<file path="src/rtl/md_pkg.sv">
// ---------------------------------------------------------------------------
// md_pkg : shared encodings and constants for the HI/LO divide controller
// Revision: 1.0
// ---------------------------------------------------------------------------
`default_nettype none

package md_pkg;

  typedef enum logic [2:0] {
    OP_NONE = 3'd0,
    OP_DIV  = 3'd1,
    OP_MTHI = 3'd2,
    OP_MTLO = 3'd3,
    OP_MFHI = 3'd4,
    OP_MFLO = 3'd5
  } md_op_e;

  typedef enum logic [2:0] {
    ST_IDLE   = 3'd0,
    ST_START  = 3'd1,
    ST_RUN    = 3'd2,
    ST_SETTLE = 3'd3,
    ST_DRAIN  = 3'd4
  } md_state_e;

  localparam logic [31:0] HILO_RST     = 32'h0000_0000;
  localparam logic [31:0] OVF_DIVIDEND = 32'h8000_0000;
  localparam logic [31:0] OVF_DIVISOR  = 32'hFFFF_FFFF;
  localparam logic [31:0] DIV0_LO      = 32'hFFFF_FFFF;

  // Codes 6 and 7 behave as NONE and therefore never stall.
  function automatic logic is_hilo_op(input logic [2:0] code);
    return (code >= OP_DIV) && (code <= OP_MFLO);
  endfunction

endpackage

`default_nettype wire

</file>
<file path="src/rtl/hilo_regs.sv">
// ---------------------------------------------------------------------------
// hilo_regs : architectural HI/LO registers with independent write enables
// Revision: 1.0
// ---------------------------------------------------------------------------
`default_nettype none

module hilo_regs
  import md_pkg::*;
(
  input  logic        clock,
  input  logic        reset,
  input  logic        hi_we_i,
  input  logic [31:0] hi_wdata_i,
  input  logic        lo_we_i,
  input  logic [31:0] lo_wdata_i,
  output logic [31:0] hi_o,
  output logic [31:0] lo_o
);

  logic [31:0] hi_q;
  logic [31:0] lo_q;

  always_ff @(posedge clock or posedge reset) begin
    if (reset) begin
      hi_q <= HILO_RST;
      lo_q <= HILO_RST;
    end else begin
      if (hi_we_i) hi_q <= hi_wdata_i;
      if (lo_we_i) lo_q <= lo_wdata_i;
    end
  end

  assign hi_o = hi_q;
  assign lo_o = lo_q;

endmodule

`default_nettype wire

</file>
<file path="src/rtl/hilo_div_ctrl.sv">
// ---------------------------------------------------------------------------
// hilo_div_ctrl : sequences DIV / HI-LO moves around a 32-cycle divider
// Revision: 1.0
// ---------------------------------------------------------------------------
`default_nettype none

module hilo_div_ctrl
  import md_pkg::*;
#(
  parameter int TIMEOUT = 40
) (
  input  logic        clock,
  input  logic        reset,
  input  logic        op_valid,
  input  logic [2:0]  op,
  input  logic [31:0] rs_val,
  input  logic [31:0] rt_val,
  input  logic        flush,
  output logic        stall,
  output logic [31:0] hi,
  output logic [31:0] lo,
  output logic        done,
  output logic        err,
  output logic        div_start,
  output logic [31:0] div_dividend,
  output logic [31:0] div_divisor,
  input  logic        div_busy,
  input  logic [31:0] div_q,
  input  logic [31:0] div_r
);

  localparam int CNT_W = $clog2(TIMEOUT + 1);

  md_state_e         state_q, state_d;
  logic              discard_q, discard_d;
  logic              done_q, done_d;
  logic              err_q, err_d;
  logic [CNT_W-1:0]  run_cnt_q, run_cnt_d;
  logic [31:0]       dividend_q, dividend_d;
  logic [31:0]       divisor_q, divisor_d;

  logic              hi_we, lo_we;
  logic [31:0]       hi_wdata, lo_wdata;
  logic              div_by_zero, div_ovf;

  assign div_by_zero = (rt_val == 32'h0);
  assign div_ovf     = (rs_val == OVF_DIVIDEND) && (rt_val == OVF_DIVISOR);

  always_ff @(posedge clock or posedge reset) begin
    if (reset) begin
      state_q    <= ST_IDLE;
      discard_q  <= 1'b0;
      done_q     <= 1'b0;
      err_q      <= 1'b0;
      run_cnt_q  <= '0;
      dividend_q <= 32'h0;
      divisor_q  <= 32'h0;
    end else begin
      state_q    <= state_d;
      discard_q  <= discard_d;
      done_q     <= done_d;
      err_q      <= err_d;
      run_cnt_q  <= run_cnt_d;
      dividend_q <= dividend_d;
      divisor_q  <= divisor_d;
    end
  end

  always_comb begin
    state_d    = state_q;
    discard_d  = discard_q;
    done_d     = 1'b0;
    err_d      = err_q;
    run_cnt_d  = run_cnt_q;
    dividend_d = dividend_q;
    divisor_d  = divisor_q;
    hi_we      = 1'b0;
    lo_we      = 1'b0;
    hi_wdata   = div_r;
    lo_wdata   = div_q;

    unique case (state_q)
      ST_IDLE: begin
        discard_d = 1'b0;
        run_cnt_d = '0;
        if (op_valid) begin
          unique case (op)
            OP_DIV: begin
              // Short paths finish here without ever starting the divider.
              if (div_by_zero) begin
                hi_we    = 1'b1;
                hi_wdata = rs_val;
                lo_we    = 1'b1;
                lo_wdata = DIV0_LO;
                done_d   = 1'b1;
              end else if (div_ovf) begin
                hi_we    = 1'b1;
                hi_wdata = HILO_RST;
                lo_we    = 1'b1;
                lo_wdata = OVF_DIVIDEND;
                done_d   = 1'b1;
              end else begin
                dividend_d = rs_val;
                divisor_d  = rt_val;
                state_d    = ST_START;
              end
            end
            OP_MTHI: begin
              hi_we    = 1'b1;
              hi_wdata = rs_val;
            end
            OP_MTLO: begin
              lo_we    = 1'b1;
              lo_wdata = rs_val;
            end
            default: ;
          endcase
        end
      end

      ST_START: begin
        if (flush) discard_d = 1'b1;
        state_d = ST_RUN;
      end

      ST_RUN: begin
        if (flush) discard_d = 1'b1;
        if (!div_busy) begin
          state_d = (discard_q || flush) ? ST_DRAIN : ST_SETTLE;
        end else if (run_cnt_q == CNT_W'(TIMEOUT - 1)) begin
          // The divider never finished; abandon the result and flag it.
          err_d   = 1'b1;
          state_d = ST_DRAIN;
        end else begin
          run_cnt_d = run_cnt_q + CNT_W'(1);
        end
      end

      ST_SETTLE: begin
        hi_we   = 1'b1;
        lo_we   = 1'b1;
        state_d = ST_IDLE;
      end

      ST_DRAIN: state_d = ST_IDLE;

      default: state_d = ST_IDLE;
    endcase
  end

  hilo_regs u_hilo_regs (
    .clock      (clock),
    .reset      (reset),
    .hi_we_i    (hi_we),
    .hi_wdata_i (hi_wdata),
    .lo_we_i    (lo_we),
    .lo_wdata_i (lo_wdata),
    .hi_o       (hi),
    .lo_o       (lo)
  );

  assign stall        = op_valid && is_hilo_op(op) && (state_q != ST_IDLE);
  assign done         = done_q || (state_q == ST_SETTLE);
  assign err          = err_q;
  assign div_start    = (state_q == ST_START);
  assign div_dividend = dividend_q;
  assign div_divisor  = divisor_q;

endmodule

`default_nettype wire

</file>
<file path="config.mk">
export PLATFORM = sky130hd
export DESIGN_NAME = hilo_div_ctrl
export DESIGN_NICKNAME = d
export VERILOG_FILES = /design/src/rtl/md_pkg.sv /design/src/rtl/hilo_regs.sv /design/src/rtl/hilo_div_ctrl.sv
export SDC_FILE = /design/constraint.sdc
export NUM_CORES = 1
export LEC_CHECK = 0
export ABC_AREA = 0
export BUFFER_PORTS_ARGS = -buffer_cell sky130_fd_sc_hd__buf_4
export CAP_MARGIN = 20
export CORE_ASPECT_RATIO = 1.75
export CORE_MARGIN = 2
export CORE_UTILIZATION = 46
export CTS_BUF_LIST = sky130_fd_sc_hd__clkbuf_8
export DETAILED_ROUTE_END_ITERATION = 8
export GPL_TIMING_DRIVEN = 0
export MAX_ROUTING_LAYER = met4
export PLACE_DENSITY = 0.89
export REMOVE_ABC_BUFFERS = 1
export SYNTH_ARGS = -nofsm -noshare
export SYNTH_HDL_FRONTEND = slang
export SYNTH_HIERARCHICAL = 1
export SYNTH_SLANG_ARGS = --single-unit
</file>
<file path="constraint.sdc">
create_clock -name clock -period 2.45 [get_ports clock]
set_input_delay 0.245 -clock clock [delete_from_list [all_inputs] [get_ports clock]]
set_output_delay 0.245 -clock clock [all_outputs]
set_load 0.01 [all_outputs]
</file>
==> summary.txt <==
Outcome
  • Status: completed

STA
  • Worst Max-Slew Pin Slew: 0.7119 ns
  • Fin crit period: roughly 2.4 ns
  • Post-route clock period utilization: a little under 100%
  • Count of pins over their slew limit: 0
  • Final setup viols: 0
  • Hold slack: approximately 0.051 ns
  • Final hold violation count: 0
  • Slew HR: between 50% and 60%
  • Max Fclk: a little over 400 MHz
  • Fin Clk Skew: approximately 0.014 ns
  • Setup slack after layout: 0.01698 ns

Clock tree
  • CTS buffer count: 17
  • Reg clk slew, reported paths: approximately 0.1 ns
  • Clk root buf: clkbuf_8
  • Clock latency at the later pin of the worst-skew pair: 0.44 ns
  • H-tree depth: 4
  • Max Root-Sink Buffers: 2
  • TritonCTS clock tree: done
  • CTS Sinks: 140

Placed design
  • Post-DP HPWL: roughly 16 mm
  • Final Wtd Congestion: 0.8474
  • Placed cell count: 904
  • Setup WS pre-CTS: -1.191 ns
  • PortBufs: around 270

Floorplan
  • Initial Util: a little under half
  • Chip Height: between 150 and 200 um
  • Core ar.: about 15000 sq um
  • Die width: 96.55 um
  • Die ar.: roughly 16000 sq um
  • IO Count: approximately 270
  • Site row count: 59

Global routing
  • Pin count of the biggest net entering global routing: 58
  • Initial antenna violation count: 0
  • GR Util All Layers: a little under a third
  • First-pass GRT wire length: between 30 and 40 mm
  • Met2 usage: slightly above 50%
  • GRT Max-Usage Layer: met2
  • GR Util met3: ~4.5%
  • Grt ovf: 0
  • Met1 Usage GRT: ~32%
  • Vias in the first global route: between 6000 and 7000

Detailed routing
  • Final antenna-violating net count: 0
  • DRT iter0 DRCs: about 240
  • Routed vias/inst: 5.761
  • Wirelength per Cell: roughly 24 um
  • Initial DRT Pass Iterations: 4
  • DR vias: 5542
  • Post-Route WL: between 20 and 25 mm
  • Drt drc: 0

Synthesis
  • Share of the synthesized area in the top cell type: between 50% and 60%
  • Synth unique cells: 42
  • Area leader, netlist: dfrtp_1
  • Post-synth EDFFs: 0
  • Sequential element share of the synthesized area: about half
  • Area contributors post-synth: dfrtp_1 (51%), mux2_4 (24%), a221o_1 (4.5%)
  • Main synth FF type: dfrtp_1
  • Avg Inst Size Synth: 14.64 sq um
  • Async SR Flop Fraction: between 90% and 100%
  • Ys Warns: 6
  • Cell Area, Synth: slightly below 7000 sq um
  • Post-Syn Instances: about 470
  • FF+latch count, synth: 140

Power
  • LEAKAGE: 4.782 nW
  • Pwr per Cell Area: roughly 1100 nW/um^2
  • VDD IR-drop max: between 0.0006 and 0.0007 V

Finish
  • Final std cells w/o fill: just under 1000
  • Fin util: approximately two thirds
  • Ant diodes: 0
  • Area Growth Syn to Fin: 44.98%
  • Share of cells above drive strength 1: between 60% and 70%
  • Fin nets: approximately 900

Min path
  • Hold worst-path end: div_divisor[15]
  • Worst min-delay path class: input pin to flip-flop
  • Hold Crit Depth: 2
  • Worst Hold Launch: rt_val[15]

Worst setup path
  • Reg-to-reg setup timing slack: 0.04 ns
  • Reg2reg path depth: 6
  • CP Data Required Time: 2.77 ns
  • Reg2Reg Capture Point: div_dividend[12]
  • Crit end category: flip-flop
  • Startpoint type of the worst setup path: input pin
  • Kind of critical path: input pin to flip-flop
  • Crit-path max FO: 8
  • Critical R2R Launch: state_q[0]
  • Critical path arrival: between 2 and 3 ns

Flow run
  • Max_cap viols: 0
==> area by class of cell <==
class / count / area [sq um]
clock inverter: 14 / 180.2
inverter: 4 / 17.52
sequential: 140 / 3507
multi-input combinational: 297 / 3293
clock buffer: 18 / 247.7
tap: 183 / 229.0
fill: 1069 / 4767
timing repair buffer: 306 / 2522
==> cell usage after synthesis, types with 3 or more instances <==
cell	n
dfrtp_1	140
mux2_4	109
a22o_1	32
a221o_1	31
clkbuf_1	19
mux2_2	19
nor4_1	17
nand4_1	12
nand3_1	9
nor2_1	9
buf_6	7
nand2_1	7
nor3_1	7
buf_12	6
inv_1	4
nor3b_1	4
xor2_1	4
a21oi_1	3
==> metrics by stage <==
stage               setup TNS [ns]  area, sq um  power, mW
floorplan                  -467.86         6618      6.410
global placement           -810.50         8851      8.702
detailed placement         -104.25         9141      8.850
CTS                     -0.0001950         9958      11.08
global route              -0.05124         9997      11.59
finish                           0         9997      11.08
==> where the power goes <==
| group | switching [mW] | total (mW) | internal (mW) |
|---|---|---|---|
| Combinational | 1.88 | 4.91 | 3.02 |
| Clock | 1.01 | 2.07 | 1.06 |
| Sequential | 0.698 | 4.11 | 3.41 |
| Total | 3.59 | 11.1 | 7.49 |
==> worst max-delay path by stage <==
stage / slack (ns) / depth (start not counted) / to / start
finish: 0.02 / 9 / u_hilo_regs/hi_o[2] / rs_val[17]
global placement: -8.72 / 4 / div_divisor[4] / state_q[0]
detailed placement: -1.19 / 8 / u_hilo_regs/hi_o[31] / rs_val[17]
global route: -0.01 / 6 / div_dividend[12] / state_q[0]
floorplan: -6.11 / 4 / div_divisor[10] / state_q[0]
CTS: -0.0002 / 7 / div_divisor[4] / state_q[0]
==> layout by cell type (no fill, tap or decap), types with 3 or more instances in the layout <==
cell type,n
nor3b_1,4
nand2_1,7
nor3_4,4
a22o_1,32
buf_6,6
nand4_1,12
dfrtp_1,137
bufinv_16,3
buf_4,283
xor2_1,4
nor4_1,15
mux2_4,109
inv_6,5
nand3_1,7
buf_16,3
dfrtp_2,3
mux2_2,19
nor3_1,3
nor2_1,9
a221o_1,31
buf_12,10
clkbuf_8,18
==> worst max-delay path, cell delays in order <==
cell and delay [ns]:
buf_4 0.14, or4_4 0.56, or4_4 0.58, nor4_4 0.17, buf_6 0.17, o31ai_4 0.15
buf_4 0.23, a22o_1 0.23, mux2_4 0.25
==> routing by layer <==
metal | up-vias | share of wire [%]
met5 | - | 0
met4 | 0 | 5.3
met3 | 73 | 4.4
met2 | 259 | 55
met1 | 2793 | 36
li1 | 2417 | -
==> flip-flops by register name, summed over array words and instances, names as in the netlist <==
signal            flops
div_dividend         32
div_divisor          32
u_hilo_regs/hi_o     32
u_hilo_regs/lo_o     32
run_cnt_q             6
state_q               3
discard_q             1
done_q                1
err                   1
==> what timing repair did <==
action,in CTS,in global routing
buffers inserted,19,5
pin swaps,10,2
endpoints found under the hold margin,48,0
hold buffers,1,0
gates cloned,4,0
endpoints found under the setup margin,126,64
gates resized for setup,29,2
==> cell families after synthesis <==
family	after synthesis	synth area share, %
flops	140	50.81
mux	128	26.84
simple gates	84	7.530
compound gates	76	9.763
buf+inv	37	4.246
xor+xnor	5	0.6351
fa+ha+maj	1	0.1814
Power figures use the tool's default switching activity.
